==> config.mk <==
export PLATFORM = sky130hd
export DESIGN_NAME = rf_wb_arbiter
export DESIGN_NICKNAME = d
export VERILOG_FILES = /design/src/rtl/rf_wb_arbiter.sv
export SDC_FILE = /design/constraint.sdc
export NUM_CORES = 1
export LEC_CHECK = 0
export BUFFER_PORTS_ARGS = -buffer_cell sky130_fd_sc_hd__buf_2
export CAP_MARGIN = 20
export CORE_ASPECT_RATIO = 1.75
export CORE_MARGIN = 2
export CORE_UTILIZATION = 53
export CTS_CLUSTER_DIAMETER = 120
export DETAILED_ROUTE_END_ITERATION = 16
export PLACE_DENSITY = 0.8
export REMOVE_ABC_BUFFERS = 1
export SETUP_SLACK_MARGIN = 0.1
export SYNTH_ARGS = -nofsm -noshare
export SYNTH_HDL_FRONTEND = slang
export SYNTH_SLANG_ARGS = --single-unit
==> constraint.sdc <==
create_clock -name clk -period 1.9 [get_ports clk]
set_clock_uncertainty 0.1 [all_clocks]
set_input_delay 0.19 -clock clk [delete_from_list [all_inputs] [get_ports clk]]
set_output_delay 0.19 -clock clk [all_outputs]
set_load 0.05 [all_outputs]
==> src/rtl/rf_wb_arbiter.sv <==
// Register-file writeback arbiter: two one-entry buffers (ALU, load unit) merged onto one RF write port.
// Define RF_WB_RR_EN for round-robin on different-rd contention; default is fixed priority to A.
module rf_wb_arbiter (
  input  logic        clk,
  input  logic        rst,
  input  logic        a_valid,
  output logic        a_ready,
  input  logic [4:0]  a_rd,
  input  logic [31:0] a_data,
  input  logic        b_valid,
  output logic        b_ready,
  input  logic [4:0]  b_rd,
  input  logic [31:0] b_data,
  output logic        rf_we,
  output logic [4:0]  rf_rd,
  output logic [31:0] rf_data,
  input  logic [4:0]  rs1,
  input  logic [4:0]  rs2,
  output logic        hz1,
  output logic        hz2,
  output logic [15:0] wr_cnt
);

  logic        a_full, b_full;
  logic [4:0]  a_rd_q, b_rd_q;
  logic [31:0] a_data_q, b_data_q;
  logic        older_b;
  logic        grant_a, grant_b;
  logic        a_load, b_load;
  logic        a_full_nxt, b_full_nxt;
  logic        contend_diff;
`ifdef RF_WB_RR_EN
  logic        rr_ptr_b;
`endif

  assign contend_diff = a_full & b_full & (a_rd_q != b_rd_q);

  // Equal-rd contention is resolved by age so the final RF value follows acceptance order.
  always_comb begin
    grant_a = 1'b0;
    grant_b = 1'b0;
    if (a_full && b_full) begin
      if (a_rd_q == b_rd_q) begin
        grant_a = ~older_b;
        grant_b = older_b;
      end else begin
`ifdef RF_WB_RR_EN
        grant_a = ~rr_ptr_b;
        grant_b = rr_ptr_b;
`else
        grant_a = 1'b1;
`endif
      end
    end else begin
      grant_a = a_full;
      grant_b = b_full;
    end
  end

  assign a_ready    = ~a_full | grant_a;
  assign b_ready    = ~b_full | grant_b;
  assign a_load     = a_valid & a_ready & (a_rd != 5'd0);
  assign b_load     = b_valid & b_ready & (b_rd != 5'd0);
  assign a_full_nxt = a_load | (a_full & ~grant_a);
  assign b_full_nxt = b_load | (b_full & ~grant_b);

  assign hz1 = (rs1 != 5'd0) &&
               ((a_full && a_rd_q == rs1) || (b_full && b_rd_q == rs1) || (rf_we && rf_rd == rs1));
  assign hz2 = (rs2 != 5'd0) &&
               ((a_full && a_rd_q == rs2) || (b_full && b_rd_q == rs2) || (rf_we && rf_rd == rs2));

  always_ff @(posedge clk) begin
    if (rst) begin
      a_full   <= 1'b0;
      b_full   <= 1'b0;
      a_rd_q   <= 5'd0;
      b_rd_q   <= 5'd0;
      a_data_q <= 32'd0;
      b_data_q <= 32'd0;
      older_b  <= 1'b0;
      rf_we    <= 1'b0;
      rf_rd    <= 5'd0;
      rf_data  <= 32'd0;
      wr_cnt   <= 16'd0;
`ifdef RF_WB_RR_EN
      rr_ptr_b <= 1'b0;
`endif
    end else begin
      a_full <= a_full_nxt;
      b_full <= b_full_nxt;
      if (a_load) begin
        a_rd_q   <= a_rd;
        a_data_q <= a_data;
      end
      if (b_load) begin
        b_rd_q   <= b_rd;
        b_data_q <= b_data;
      end

      // Age only matters while both entries are full; simultaneous loads make A older.
      if (a_load && b_load)
        older_b <= 1'b0;
      else if (a_load && b_full_nxt)
        older_b <= 1'b1;
      else if (b_load && a_full_nxt)
        older_b <= 1'b0;

      rf_we <= grant_a | grant_b;
      if (grant_a) begin
        rf_rd   <= a_rd_q;
        rf_data <= a_data_q;
      end else if (grant_b) begin
        rf_rd   <= b_rd_q;
        rf_data <= b_data_q;
      end

      if (rf_we && wr_cnt != 16'hFFFF)
        wr_cnt <= wr_cnt + 16'd1;

`ifdef RF_WB_RR_EN
      if (contend_diff)
        rr_ptr_b <= ~rr_ptr_b;
`endif
    end
  end

`ifndef RF_WB_RR_EN
  logic unused_contend;
  assign unused_contend = contend_diff;
`endif

endmodule

Word-level counts from Yosys, hierarchy flattened
Cells that the tools add are included.
Widths: inputs -> output; s select.
{ "totals": {"reg_bits": 131, "input_bits": 88, "output_inout_bits": 58, "word_cells": 70} }
{ "op_classes": {"addsub": 1, "n_eq_ne": 8, "mux": 10, "n_bitwise": 16, "n_reduce_logical": 24} }
{ "op_table": {"columns": ["cell", "n"], "rows": [
  ["$mux 32", 2],
  ["$eq 5x5->1", 7],
  ["$reduce_bool 5->1", 4],
  ["$add 16x1->16 const B", 1],
  ["$ne 16x16->1 const B", 1],
  ["$logic_and 1x1->1", 13],
  ["$mux 5", 2],
  ["$and 1x1->1", 6],
  ["$mux 1", 6],
  ["$not 1->1", 5],
  ["$or 1x1->1", 5],
  ["$logic_or 1x1->1", 4],
  ["$reduce_bool 2->1", 2],
  ["$reduce_or 2->1", 1]
]} }

Depth between registers and ports, before layout
Gate-level depths: netlist of run 1.
{ "logic_depth": {"depth_word": 10, "ltp_mapped": 10} }

Worst setup path before layout of run 1
Ideal clock, no wire load.
{ "synth_path": {"path_kind": "register -> output", "from": "reg rf_rd[2]", "to": "out hz2", "t_arrival_ns": 1.996, "required_ns": 1.610, "path_slack_ns": -0.386, "path_stages_with_launch": 5, "path_cell_list": "dfxtp_1 > xor2_1 > nor4_1 > a31oi_1 > a21oi_1"} }
{ "synth_via": {"elab_chain_cells": 4} }
{ "synth_rtl": {"columns": ["item", "line_no", "source"], "rows": [
  ["from (decl)", "15", "output logic [4:0] rf_rd,"],
  ["from (signal assigned)", "110", "rf_rd <= a_rd_q;"],
  ["from (signal assigned)", "113", "rf_rd <= b_rd_q;"],
  ["$eq 5x5->1", "70", "((a_full && a_rd_q == rs2) || (b_full && b_rd_q == rs2) || (rf_we && rf_rd == rs2));"],
  ["$logic_and 1x1->1", "70", null],
  ["$logic_or 1x1->1", "70", null],
  ["$logic_and 1x1->1", "69", "assign hz2 = (rs2 != 5'd0) &&"],
  ["to (decl)", "20", "output logic hz2,"]
]} }
Every way passes these cells.

Final worst setup path of run 1
{ "layout_path": {"from": "reg b_rd_q[4]", "to": "out hz1"} }
{ "layout_via": {"elab_chain_cells": 5} }
{ "layout_rtl": {"columns": ["item", "line_no", "source"], "rows": [
  ["from (decl)", "25", "logic [4:0] a_rd_q, b_rd_q;"],
  ["from (signal assigned)", "96", "b_rd_q <= b_rd;"],
  ["$eq 5x5->1", "68", "((a_full && a_rd_q == rs1) || (b_full && b_rd_q == rs1) || (rf_we && rf_rd == rs1));"],
  ["$logic_and 1x1->1", "68", null],
  ["$logic_or 1x1->1 (2 in series)", "68", null],
  ["$logic_and 1x1->1", "67", "assign hz1 = (rs1 != 5'd0) &&"],
  ["to (decl)", "19", "output logic hz1,"]
]} }
Every way passes these cells.

==> results.md, run 1 <==
* Status: finished, violations left
* Failing checks: negative hold slack, negative setup slack
* Post-Syn Instances at 627
* Met3 GRT Util at 8.32%
* Logic pwr share at 16.9%
* CTS tree: built
* Number of remaining DRC errors at 0
* Share of Yosys cell area claimed by the top area cell type at 46.0%
* Share of cells above drive strength 1 at 38.6%
* Top post-synthesis cells by count: dfxtp_1, mux2i_1, nor2_1
* Worst-margin pin slew at 458 ps
* Fin crit share at 123%
* Async SR Flop Fraction at 0%
* Power per standard cell area at 849 nW/µm²
* CORE AREA at 10600 µm²
* Layer with the highest usage: met2
* Gr usage total at 32.4%
* DIE HEIGHT at 141 µm
* Fillers at 485
* Synth warn at 0
* Sequential share of power at 39.3%
* Pre-Repair DR Iteration Count at 6
* # port buffers at 145
* I/O pin cnt at 146
* Vias in the first global route at 6083
* CP Launch Type: flop
* P_int at 5.49 mW
* Dominant cells by area after synthesis: dfxtp_1, mux2i_1, xor2_1, o21ai_0, a21oi_1
* Unrepaired setup endpoints after global routing: true
* Sequential fraction of the synthesis area at 46.0%
* FP Rows at 50
* Max Cap Viol at 0
* # H-tree levels at 4
* Fin Hold WS at -9.46 ps
* Flops & latches, synth at 131
* Num CTS Buffers at 17
* Clock transition at path regs at 60 ps
* GRT Residual Overflow at 0
* Via Count at 6438
* Crit path DAT at 2040 ps
* Peak VDD IR at 833 µV
* Number of synthesized flops with an enable pin at 0
* DIE AREA at 11600 µm²
* Bufs on Longest Clock Path at 2
* Gpl congestion at 0.831
* Clock Sinks at 131
* Worst hold path class: in -> reg
* Largest net degree at the start of global routing at 37
* Detailed Route WL at 24200 µm
* Pre-CTS setup slack at -31.9 ps
* Switching pwr at 2.15 mW
* Leading area contributor after synthesis: dfxtp_1
* Final worst slack at -434 ps
* GR Util met1 at 32.2%
* CP max FO at 4
* Switching share of total power at 28.1%
* Most frequent cell after synthesis: dfxtp_1
* DR vias/cell at 6.34
* Met2 usage at 56.1%
* Clk pwr share at 43.7%
* Critical path class: reg -> out
* Leakage at 3.95 nW
* Min Tclk post-route at 2330 ps
* Final Power at 7.64 mW
* R2R Setup Slk at -220 ps
* Syn-to-layout area delta at 57.9%
* CP Capture Type: output pin
* Slew headroom at 69.5%
* Die X at 82.4 µm
* Antenna violations before repair at 0
* Clk_lat worst skew at 430 ps
* Post-Layout Cell Count at 1016
* Syn_area_per_cell at 9.08 µm²
* First-pass GRT wire length at 28700 µm
* Top FF cell, synth: dfxtp_1
* Placed cells at 887
* Per-cell routed wire length at 23.8 µm
* Final setup fails at 104
* Starting Density at 53.9%
* Clock Root Buffer: clkbuf_16
* WP data required at 1610 ps
* Post-Syn Area at 5700 µm²
* Hpwl dp at 11000 µm
* # nets final at 963
* Fin. max-slew vios at 0
* Final hold vios at 1
* Antenna cell count at 0
* Remaining antenna violation count at 0
* Unique masters post-synth at 41
* Fmax achieved at 428 MHz
* Initial drt markers at 649
* Fin Setup TNS at -12190 ps
==> power groups by stage <==
stage | clock network [mW] | logic, mW | registers (mW)
3_3_place_gp | 0 | 0.833 | 3.02
6_report | 3.34 | 1.29 | 3.00
2_1_floorplan | 0 | 0.359 | 3.14
3_5_place_dp | 0 | 0.855 | 3.02
4_1_cts | 3.27 | 1.00 | 2.97
5_1_grt | 3.44 | 1.34 | 3.01
==> metal layers <==
layer	share of wire (%)	routed length, µm
met4	8.0	1930
met5	0	0
met1	33	7870
met2	52	12500
met3	7.9	1900
==> what timing repair did <==
item / CTS / global route
gates cloned: 0 / 13
hold endpoints to repair: 71 / 0
pin swaps: 17 / 48
hold buffers: 72 / 0
endpoints found under the setup margin: 81 / 110
buffers inserted: 4 / 9
resized for setup: 37 / 154
==> cell families after synthesis <==
logic type,count (synthesis),share of synthesized area (%)
muxes,74,13.0
AOI/OAI and AO/OA,140,13.3
DFF,131,46.0
buffers and inverters,56,5.78
and+or+nand+nor,179,14.5
adders and majority gates,1,0.220
xor gates and xnor gates,46,7.07
==> flip-flops by register name (all words and copies together) (netlist names), 5 cells and up <==
register / flops
a_data_q: 32
a_rd_q: 5
b_data_q: 32
b_rd_q: 5
rf_data: 32
rf_rd: 5
wr_cnt: 16
==> per-stage QoR <==
stage / area [µm²] / hold slack (ps) / util, %
floorplan: 5390 / 159 / -
global placement: 6640 / 322 / 62.8
detailed placement: 6640 / 332 / 62.8
CTS: 8100 / 3.08 / 76.6
global route: 8990 / 15.9 / 85.1
finish: 8990 / -9.46 / 85.1
==> cell usage in the layout, fill, tap and decap left out, types with 9 or more instances in the layout <==
cell	instances
buf_4	34
mux2i_1	62
nor2_1	60
nand3_1	28
xor2_1	28
xnor2_1	11
dfxtp_1	119
clkbuf_16	27
nand2_1	42
o21ai_1	44
buf_12	9
a21oi_2	15
buf_6	9
nand3_2	9
buf_2	140
a21oi_1	31
dlygate4sd3_1	72
o21ai_2	21
==> critical path: stages, from the launching register on <==
cell	delay (ps)
dfxtp_2	330
buf_6	130
xor2_2	150
nor4_2	310
and3_1	260
a31oi_2	70
a21oi_1	160
buf_4	210
==> worst paths after layout <==
kind / from / endpoint / cells after the start
max: b_rd_q[4] / hz1 / 7
min: a_rd[3] / a_rd_q[3] / 3
min reg2reg: rf_data[3] / rf_data[3] / 2
max reg2reg: b_rd_q[4] / a_data_q[17] / 8
==> cell type report <==
type                            count  area (µm²)  area share, %
Inverter                            5        21.3          0.237
Sequential cell                   131        2650           29.5
Multi-Input combinational cell    440        3290           36.6
Timing Repair Buffer              279        2280           25.4
Clock buffer                       17         425           4.73
Tap cell                          130         163           1.81
Clock inverter                     14         163           1.81
(Power assumes the default switching activity.)
==> run 2, diff against run 1 <==
--- a/config.mk
+++ b/config.mk
@@ -5,14 +5,14 @@
 export SDC_FILE = /design/constraint.sdc
 export NUM_CORES = 1
 export LEC_CHECK = 0
-export BUFFER_PORTS_ARGS = -buffer_cell sky130_fd_sc_hd__buf_2
 export CAP_MARGIN = 20
 export CORE_ASPECT_RATIO = 1.75
 export CORE_MARGIN = 2
-export CORE_UTILIZATION = 53
+export CORE_UTILIZATION = 60
 export CTS_CLUSTER_DIAMETER = 120
 export DETAILED_ROUTE_END_ITERATION = 16
-export PLACE_DENSITY = 0.8
+export DONT_BUFFER_PORTS = 1
+export PLACE_DENSITY = 0.76
 export REMOVE_ABC_BUFFERS = 1
 export SETUP_SLACK_MARGIN = 0.1
 export SYNTH_ARGS = -nofsm -noshare
==> run 2 against run 1 <==
Flip-flop and latch count is the same. Combinational power decreased by 29%. Clock power is 6% lower. Core utilization rose by 0.54 points. Design area decreased by 11%. Largest cell class unchanged. Cell count is 19% lower. Maximum frequency grew 6.3%. Register-to-register slack better by 30 ps. Sequential power rose by 3%. The run still ends with negative hold slack, negative setup slack left.
==> results.md, run 2 (synthesized netlist as in run 1, its figures left out) <==
* DR vias/cell at 6.40
* DIE HEIGHT at 133 µm
* Clk pwr share at 44.0%
* Finished Cell Area at 8000 µm²
* Top Family by Delay on Critical Path: simple AND/OR/NAND/NOR gates
* Fin Setup TNS at -9150 ps
* Buf/Inv on CP at 2
* Leakage at 3.25 nW
* Worst-margin pin slew at 611 ps
* CP max FO at 2
* P_int at 5.24 mW
* Largest net degree at the start of global routing at 100
* Antenna cell count at 0
* Pre-CTS setup slack at 15.6 ps
* Die X at 77.7 µm
* # H-tree levels at 4
* FP Rows at 47
* Stages on worst setup path at 7
* Syn-to-layout area delta at 40.5%
* Vias in the first global route at 4974
* Detailed Route WL at 19500 µm
* Final setup fails at 105
* CP Launch Type: flop
* Commonest non-fill, non-tap cells in the layout: dfxtp_1, mux2i_1, nor2_1
* Gpl congestion at 0.845
* Num CTS Buffers at 17
* Bufs on Longest Clock Path at 2
* Slew headroom at 59.3%
* Fillers at 446
* Max Cap Viol at 0
* Critical path class: reg -> out
* Worst hold path class: in -> reg
* Worst hold stages at 1
* Fin Hold WS at -247 ps
* CP Capture Type: output pin
* DIE AREA at 10300 µm²
* Fin crit share at 116%
* Per-cell routed wire length at 23.8 µm
* Switching share of total power at 26.7%
* Number of remaining DRC errors at 0
* Worst path slowest cell: dfxtp_2
* Post-Layout Cell Count at 821
* I/O pin cnt at 146
* Gr usage total at 30.3%
* Crit path DAT at 1910 ps
* Power per standard cell area at 894 nW/µm²
* Largest regs: a_data_q (32), b_data_q (32), rf_data (32)
* CORE AREA at 9350 µm²
* Clk_lat worst skew at 410 ps
* Min Tclk post-route at 2200 ps
* Final Power at 7.15 mW
* Reg2reg path depth at 8
* Peak VDD IR at 770 µV
* Unrepaired setup endpoints after global routing: true
* # port buffers at 0
* Via Count at 5254
* First-pass GRT wire length at 24400 µm
* # nets final at 775
* Fin. max-slew vios at 0
* Clock transition at path regs at 60 ps
* Remaining antenna violation count at 0
* GRT Residual Overflow at 0
* DP Area at 6020 µm²
* Placed cells at 750
* CTS tree: built
* Share of cells above drive strength 1 at 33.9%
* Hpwl dp at 9960 µm
* Pre-Repair DR Iteration Count at 4
* CP max stage delay at 340 ps
* Starting Density at 60.9%
* Cell Chain, Critical Path: buf_6, xor2_1, nor4_2, and3_1, a31oi_1, a21oi_1, buf_4
* Logic pwr share at 12.9%
* Antenna violations before repair at 0
* Commonest non-fill, non-tap cell in the layout: dfxtp_1
* Fmax achieved at 455 MHz
* Sequential share of power at 43.2%
* Final worst slack at -296 ps
* Final hold vios at 95
* Status: finished, violations left
* Switching pwr at 1.91 mW
* Clock Sinks at 131
* Initial drt markers at 347
* Failing checks: negative hold slack, negative setup slack
* Clock Root Buffer: clkbuf_16
* WP data required at 1610 ps
run 2: changes by cell type in the layout (fill, tap and decap cells not counted), sizes merged:
cell	before	now
clkinvlp	4	3
clkbuf	27	30
dlygate4sd3	72	1
clkinv	6	8
bufinv	3	2
buf	197	78
run 2: final timing paths:
check | startpoint | end | slack (ps)
hold / removal | rst | wr_cnt[8] | -250
hold reg to reg | b_data_q[23] | b_data_q[23] | 360
setup reg to reg | b_rd_q[3] | a_data_q[24] | -190
setup / recovery | b_rd_q[1] | hz1 | -300
run 2: power by group through the flow:
stage	sequential (mW)	combinational [mW]	clock [mW]
global route	3.10	0.962	3.28
global placement	3.12	0.562	0
floorplan	3.14	0.359	0
detailed placement	3.13	0.583	0
finish	3.09	0.920	3.15
CTS	3.07	0.651	3.15
run 2: layout make-up:
cell class	instances	area [µm²]	share of cell area (%)
clock inverter	14	139	1.74
timing repair buffer	91	1210	15.1
clock buffer	18	429	5.36
multi-input combinational	440	3410	42.6
tap	122	153	1.91
sequential	131	2640	33.0
inverter	5	21.3	0.266
run 2: layer usage:
layer  share of wire (%)  up-vias  wire length (µm)  global-route usage, %
li1                    -     2312                 -                      -
met4                 6.1        0              1190                   13.6
met3                 7.6       92              1490                   8.25
met1                  33     2536              6450                   31.6
met2                  53      314             10400                   55.2
met5                   0        -                 0                      0
run 2: repair_timing:
item / CTS / global route
buffers inserted: 7 / 15
hold endpoints to repair: 96 / 96
setup endpoints to repair: 81 / 107
hold buffers: 1 / 1
resized for setup: 31 / 191
cloned: 3 / 14
pin swaps: 43 / 100
run 2: stage by stage:
stage	utilization [%]	hold WS (ps)
after floorplan	-	159
after global placement	64.4	169
after detailed placement	64.4	172
after CTS	73.3	-261
after global routing	85.6	-267
final	85.6	-247
